--- src/rtl/pid_scan_sched_pkg.sv ---
// rtl/pid_scan_sched_pkg.sv - scan FSM state encoding and channel-pick helper for pid_scan_sched
package pid_scan_sched_pkg;

  // Widest channel mask the helper searches; CH_NUM is limited to 2..8.
  localparam int MAX_CH = 8;

  typedef enum logic [2:0] {
    S_IDLE,
    S_ADC_REQ,
    S_ADC_WAIT,
    S_PID_REQ,
    S_PID_WAIT,
    S_NEXT
  } state_t;

  typedef struct packed {
    logic       hit;
    logic [2:0] idx;
  } pick_t;

  // Lowest set bit of a channel mask; hit=0 when the mask is empty.
  function automatic pick_t lowest_set(input logic [MAX_CH-1:0] mask);
    pick_t p;
    p = '0;
    for (int i = MAX_CH - 1; i >= 0; i--) begin
      if (mask[i]) begin
        p.hit = 1'b1;
        p.idx = 3'(i);
      end
    end
    return p;
  endfunction

endpackage

--- src/rtl/pid_ramp.sv ---
// rtl/pid_ramp.sv - per-channel soft-start target ramp, built only when SOFT_START_EN is defined
`ifdef SOFT_START_EN
module pid_ramp #(
  parameter int OW        = 26,
  parameter int RAMP_STEP = 1
) (
  input  logic          clk,
  input  logic          rst,
  input  logic          en,
  input  logic          tick,
  input  logic [OW-1:0] target,
  output logic [OW-1:0] ramp_next
);

  localparam logic [OW-1:0] STEP = OW'(RAMP_STEP);

  logic [OW-1:0] ramp;

  // Next ramp value: parked at 0 while disabled, one step toward target per tick, never past it.
  always_comb begin
    ramp_next = ramp;
    if (!en) begin
      ramp_next = '0;
    end else if (tick) begin
      if (ramp < target) begin
        ramp_next = ((target - ramp) > STEP) ? ramp + STEP : target;
      end else if (ramp > target) begin
        ramp_next = ((ramp - target) > STEP) ? ramp - STEP : target;
      end
    end
  end

  // Ramp register; the scheduler latches ramp_next so a channel started on a tick sees the new step.
  always_ff @(posedge clk) begin
    if (rst) ramp <= '0;
    else     ramp <= ramp_next;
  end

endmodule
`endif

--- src/rtl/pid_scan_sched.sv ---
// rtl/pid_scan_sched.sv - round-robin scan of CH_NUM loops over one ADC and one PID core (option SOFT_START_EN)
module pid_scan_sched
  import pid_scan_sched_pkg::*;
#(
  parameter int CH_NUM     = 4,
  parameter int DW         = 12,
  parameter int OW         = 26,
  parameter int PERIOD_CYC = 1000,
  parameter int ADC_TMO    = 255,
  parameter int RAMP_STEP  = 1,
  localparam int CHW       = $clog2(CH_NUM)
) (
  input  logic                 clk,
  input  logic                 rst,
  input  logic                 en,
  input  logic [CH_NUM-1:0]    ch_en,
  input  logic                 fault_clr,
  input  logic [CH_NUM*OW-1:0] target_flat,
  output logic                 adc_start,
  output logic [CHW-1:0]       adc_ch,
  input  logic                 adc_done,
  input  logic [DW-1:0]        adc_data,
  output logic                 pid_valid,
  output logic [CHW-1:0]       pid_ch,
  output logic [DW-1:0]        pid_sample,
  output logic [OW-1:0]        pid_target,
  input  logic                 pid_done,
  input  logic [OW-1:0]        pid_out,
  output logic [CH_NUM*OW-1:0] out_flat,
  output logic [CH_NUM-1:0]    out_stb,
  output logic [CH_NUM-1:0]    adc_fault,
  output logic                 overrun
);

  localparam int PW = $clog2(PERIOD_CYC);
  localparam int TW = $clog2(ADC_TMO + 1);

  state_t            state;
  logic [PW-1:0]     per_cnt;
  logic              tick;
  logic [CHW-1:0]    ch;
  logic [CH_NUM-1:0] scan_mask;
  logic [TW-1:0]     tmo_cnt;
  logic [MAX_CH-1:0] above;
  pick_t             pick_idle;
  pick_t             pick_next;
  logic [CHW-1:0]    nxt_ch;
  logic [OW-1:0]     nxt_target;

  assign tick = en && (per_cnt == PW'(PERIOD_CYC - 1));

  // Control-period counter: free-runs while enabled, parked at 0 otherwise.
  always_ff @(posedge clk) begin
    if (rst || !en)  per_cnt <= '0;
    else if (tick)   per_cnt <= '0;
    else             per_cnt <= per_cnt + PW'(1);
  end

  // Channel to start next: lowest enabled on a fresh scan, next higher in the scan mask afterwards.
  always_comb begin
    above = '0;
    for (int i = 0; i < CH_NUM; i++) begin
      above[i] = scan_mask[i] && (i > int'(ch));
    end
    pick_idle = lowest_set(MAX_CH'(ch_en));
    pick_next = lowest_set(above);
    nxt_ch    = (state == S_IDLE) ? CHW'(pick_idle.idx) : CHW'(pick_next.idx);
  end

`ifdef SOFT_START_EN
  logic [OW-1:0] ramp_nxt [CH_NUM];

  for (genvar g = 0; g < CH_NUM; g++) begin : g_ramp
    pid_ramp #(
      .OW        (OW),
      .RAMP_STEP (RAMP_STEP)
    ) u_ramp (
      .clk       (clk),
      .rst       (rst),
      .en        (en),
      .tick      (tick),
      .target    (target_flat[g*OW +: OW]),
      .ramp_next (ramp_nxt[g])
    );
  end

  assign nxt_target = ramp_nxt[nxt_ch];
`else
  logic unused_ramp_step;

  assign nxt_target       = target_flat[int'(nxt_ch)*OW +: OW];
  assign unused_ramp_step = (RAMP_STEP != 0);
`endif

  // Scan FSM with registered datapath handshakes, result capture and sticky status flags.
  always_ff @(posedge clk) begin
    if (rst) begin
      state      <= S_IDLE;
      ch         <= '0;
      scan_mask  <= '0;
      tmo_cnt    <= '0;
      adc_start  <= 1'b0;
      adc_ch     <= '0;
      pid_valid  <= 1'b0;
      pid_ch     <= '0;
      pid_sample <= '0;
      pid_target <= '0;
      out_flat   <= '0;
      out_stb    <= '0;
      adc_fault  <= '0;
      overrun    <= 1'b0;
    end else begin
      out_stb   <= '0;
      adc_start <= 1'b0;
      // Clear first so a fault or overrun raised in the same cycle survives.
      if (fault_clr) begin
        adc_fault <= '0;
        overrun   <= 1'b0;
      end
      if (tick && (state != S_IDLE)) overrun <= 1'b1;

      case (state)
        S_IDLE: begin
          if (tick && pick_idle.hit) begin
            scan_mask  <= ch_en;
            ch         <= nxt_ch;
            adc_ch     <= nxt_ch;
            pid_ch     <= nxt_ch;
            pid_target <= nxt_target;
            adc_start  <= 1'b1;
            state      <= S_ADC_REQ;
          end
        end
        S_ADC_REQ: begin
          tmo_cnt <= '0;
          state   <= S_ADC_WAIT;
        end
        S_ADC_WAIT: begin
          if (adc_done) begin
            pid_sample <= adc_data;
            pid_valid  <= 1'b1;
            state      <= S_PID_REQ;
          end else if (tmo_cnt == TW'(ADC_TMO - 1)) begin
            adc_fault[ch] <= 1'b1;
            state         <= S_NEXT;
          end else begin
            tmo_cnt <= tmo_cnt + TW'(1);
          end
        end
        S_PID_REQ, S_PID_WAIT: begin
          if (pid_done) begin
            out_flat[int'(ch)*OW +: OW] <= pid_out;
            out_stb[ch]                 <= 1'b1;
            pid_valid                   <= 1'b0;
            state                       <= S_NEXT;
          end else begin
            state <= S_PID_WAIT;
          end
        end
        S_NEXT: begin
          if (en && pick_next.hit) begin
            ch         <= nxt_ch;
            adc_ch     <= nxt_ch;
            pid_ch     <= nxt_ch;
            pid_target <= nxt_target;
            adc_start  <= 1'b1;
            state      <= S_ADC_REQ;
          end else begin
            state <= S_IDLE;
          end
        end
        default: state <= S_IDLE;
      endcase
    end
  end

endmodule
--- config.mk ---
export PLATFORM = sky130hd
export DESIGN_NAME = pid_scan_sched
export DESIGN_NICKNAME = d
export VERILOG_FILES = /design/src/rtl/pid_scan_sched_pkg.sv /design/src/rtl/pid_ramp.sv /design/src/rtl/pid_scan_sched.sv
export SDC_FILE = /design/constraint.sdc
export NUM_CORES = 1
export LEC_CHECK = 0
export CAP_MARGIN = 20
export CORE_ASPECT_RATIO = 0.5
export CORE_MARGIN = 1
export CORE_UTILIZATION = 47
export DETAILED_ROUTE_END_ITERATION = 16
export MAX_ROUTING_LAYER = met4
export PLACE_DENSITY = 0.78
export SKIP_CTS_REPAIR_TIMING = 1
export SYNTH_ARGS = -nofsm -noshare
export SYNTH_HDL_FRONTEND = slang
export SYNTH_SLANG_ARGS = --single-unit
export TNS_END_PERCENT = 1
--- constraint.sdc ---
create_clock -name clk -period 4.55 [get_ports clk]
set_clock_uncertainty 0.1 [all_clocks]
set_input_delay 0.91 -clock clk [delete_from_list [all_inputs] [get_ports clk]]
set_output_delay 0.91 -clock clk [all_outputs]
set_load 0.1 [all_outputs]
==> results.toml <==
[routing]
top_layer = "met4"
first_pass_iters = 5
wl_met2_um = 16900
wl_per_cell_um = 21.7
routed-via-count = 9873
drc = 0
vias_per_cell = 6.03
ant_nets = 0
met3_length_um = 2670
drt-met1-wl_um = 15300
routed_wl_um = 35500
drtIter0Drc = 1199

[min_path]
hold_class = "register to register"

[timing]
setup_total_negative_slack_ns = 0
tightest_slew_ns = 1.09
rsz0062_at_grt = "no"
fmax_ghz = 0.273
hold_violations = 0
finalSetupViolCount = 0
fin_crit_sh_pct = 80.4
slew_headroom_pct = 27.0
fin_crit_ns = 3.66
drv_slew = 0
whs_ns = 0.351

[yosys]
synthFlopType = "dfxtp_1"
synth-edff-count = 0
yosysTopAreaCell = "dfxtp_1"
synthMostInstantiatedCell = "dfxtp_1"
synthTopCellsByCount = "179 x dfxtp_1, 149 x nand2_1, 97 x nor2_1, 67 x a21oi_1, 56 x clkbuf_1"
synth-seq-cells = 179
synth.avg_cell_area_um2 = 8.64
ys_seq_area_share_pct = 37.7
synth_nets = 1263
yosysTopAreaCellShare_pct = 37.7
async_flop_share_pct = 0
synthTopCellsByArea = "dfxtp_1 38%, nand2_1 5.9%, mux4_2 5.0%"
syn_inst = 1100
syn_area_um2 = 9510
yosys_warnings = 0
yosysUniqueCellTypes = 72

[floorplan]
die-area_um2 = 20800
initial_core_util_pct = 48.4
die_h_um = 103
num_rows = 36
die_w_um = 203
core_area_um2 = 19600
ios = 309

[worst_setup_path]
setup.worst_path.end = "pid_ch[0]"
critPathRequiredTime_ns = 3.54
rrSetupSlack_ns = 1.03
setup.worst_path.class = "register to primary output"
start_kind = "register"
cp_data_arrival_time_ns = 2.65
cp_max_fo = 55
worstSetupEndpointType = "primary output"
r2r_start = "ch[1]"
reg2reg_to = "out_flat[41]"
crit_start = "ch[0]"
r2r_cells = 7

[global_routing]
globalRouteTotalUtil_pct = 34.9
grt_pass1_vias = 9150
grt_max_degree = 56
antenna_found_initial = 0
grt_pass1_wl_um = 53400
grt_remaining_overflow = 0

[final_layout]
layout-drive-gt1-share_pct = 8.54
final_util_pct = 67.4
nets = 1521
area_growth_pct = 39.2
diodes = 0

[clock_tree]
insertion_delay_ns = 0.44
cts_buffers = 17
cts_root_buffer = "clkbuf_16"
clk_pin_slew_ns = 0.07
cts_max_path_buffers = 2
cts_sinks = 179
tritoncts = "done"
h-tree-depth = 4

[place]
gp_congestion = 0.973
hpwl_um = 26300
numPortBuffers = 308

[power]
power.leakage_uw = 0.00458
seqPwrFrac_pct = 45.0
p_switching_uw = 922
switching_share_pct = 26.2
pwr-share-clk_pct = 43.3
ir_drop_mv = 0.224
p_int_uw = 2590
combPwrFrac_pct = 11.8
pwr_density_cell_nw_per_um2 = 266

[run_status]
outcome = "finished clean"

[run]
maxCapViolCount = 0
==> cell usage in the layout (no fill, tap or decap), types with 18 or more instances in the layout <==
cell	count
clkdlybuf4s50_1	307
dfxtp_1	178
nand2_1	149
nor2_1	97
a21oi_1	67
o211ai_1	49
mux2i_1	46
o21ai_0	40
and3_1	38
a22oi_1	36
nand3_1	31
a21boi_0	26
buf_4	25
mux4_2	21
nor3_1	18
==> layout make-up <==
type                       instances  area (um^2)
timing repair buffer             333         3270
tap                              266          333
clock buffer                      17          425
sequential                       179         3580
multi-input combinational        816         5410
clock inverter                    14          173
inverter                          11         41.3
fill                            1668         6400
==> cells by family (layout without fill, tap and decap cells) <==
logic type	Yosys count	count (layout)	synth area share, %
simple gates	413	413	21.1
compound gates	302	302	22.2
flops	179	179	37.7
buf+inv	105	375	5.45
mux	76	76	10.9
xor+xnor	14	14	1.29
fa+ha+maj	11	11	1.45
==> layer usage <==
metal  up-vias  global-route usage, %
li1       4540                      -
met1      4842                   45.1
met2       436                   56.4
met3        55                   7.24
met4         0                   8.33
met5         -                      -
==> flip-flops by register name (all words and copies together) (netlist names) <==
name        flops
out_flat      104
pid_target     26
pid_sample     12
per_cnt        10
tmo_cnt         8
adc_fault       4
out_stb         4
scan_mask       3
state           3
ch              2
adc_start       1
overrun         1
pid_valid       1
==> critical path, cell delays in order (launching register included) <==
cell             delay (ns)
dfxtp_2                0.33
buf_4                  0.59
clkdlybuf4s50_1        1.28
==> stage by stage <==
step	cell area (um^2)	power, uW	std cells	setup WS (ns)
after floorplan	9510	1830	1100	0.576
after global placement	12600	2020	1604	1.18
after detailed placement	12600	2020	1604	1.05
after CTS	13200	3530	1635	0.842
after global routing	13200	3630	1636	0.747
final	13200	3520	1636	0.890
==> power groups by stage <==
stage | registers (uW) | clock network, uW | logic, uW
2_1_floorplan | 1640 | 0 | 188
3_5_place_dp | 1620 | 0 | 407
5_1_grt | 1580 | 1610 | 438
3_3_place_gp | 1620 | 0 | 404
6_report | 1580 | 1520 | 414
4_1_cts | 1580 | 1530 | 410
==> how the worst min path moves through the flow <==
stage | start | end | depth (start not counted) | slack, ns
4_1_cts | out_flat[12] | out_flat[12] | 2 | 0.35
3_5_place_dp | out_flat[12] | out_flat[12] | 2 | 0.34
3_3_place_gp | per_cnt[0] | per_cnt[0] | 1 | 0.33
2_1_floorplan | per_cnt[0] | per_cnt[0] | 1 | 0.33
5_1_grt | out_flat[12] | out_flat[12] | 2 | 0.38
6_report | out_flat[12] | out_flat[12] | 2 | 0.35
No activity file was read; power rests on OpenSTA's default activity.
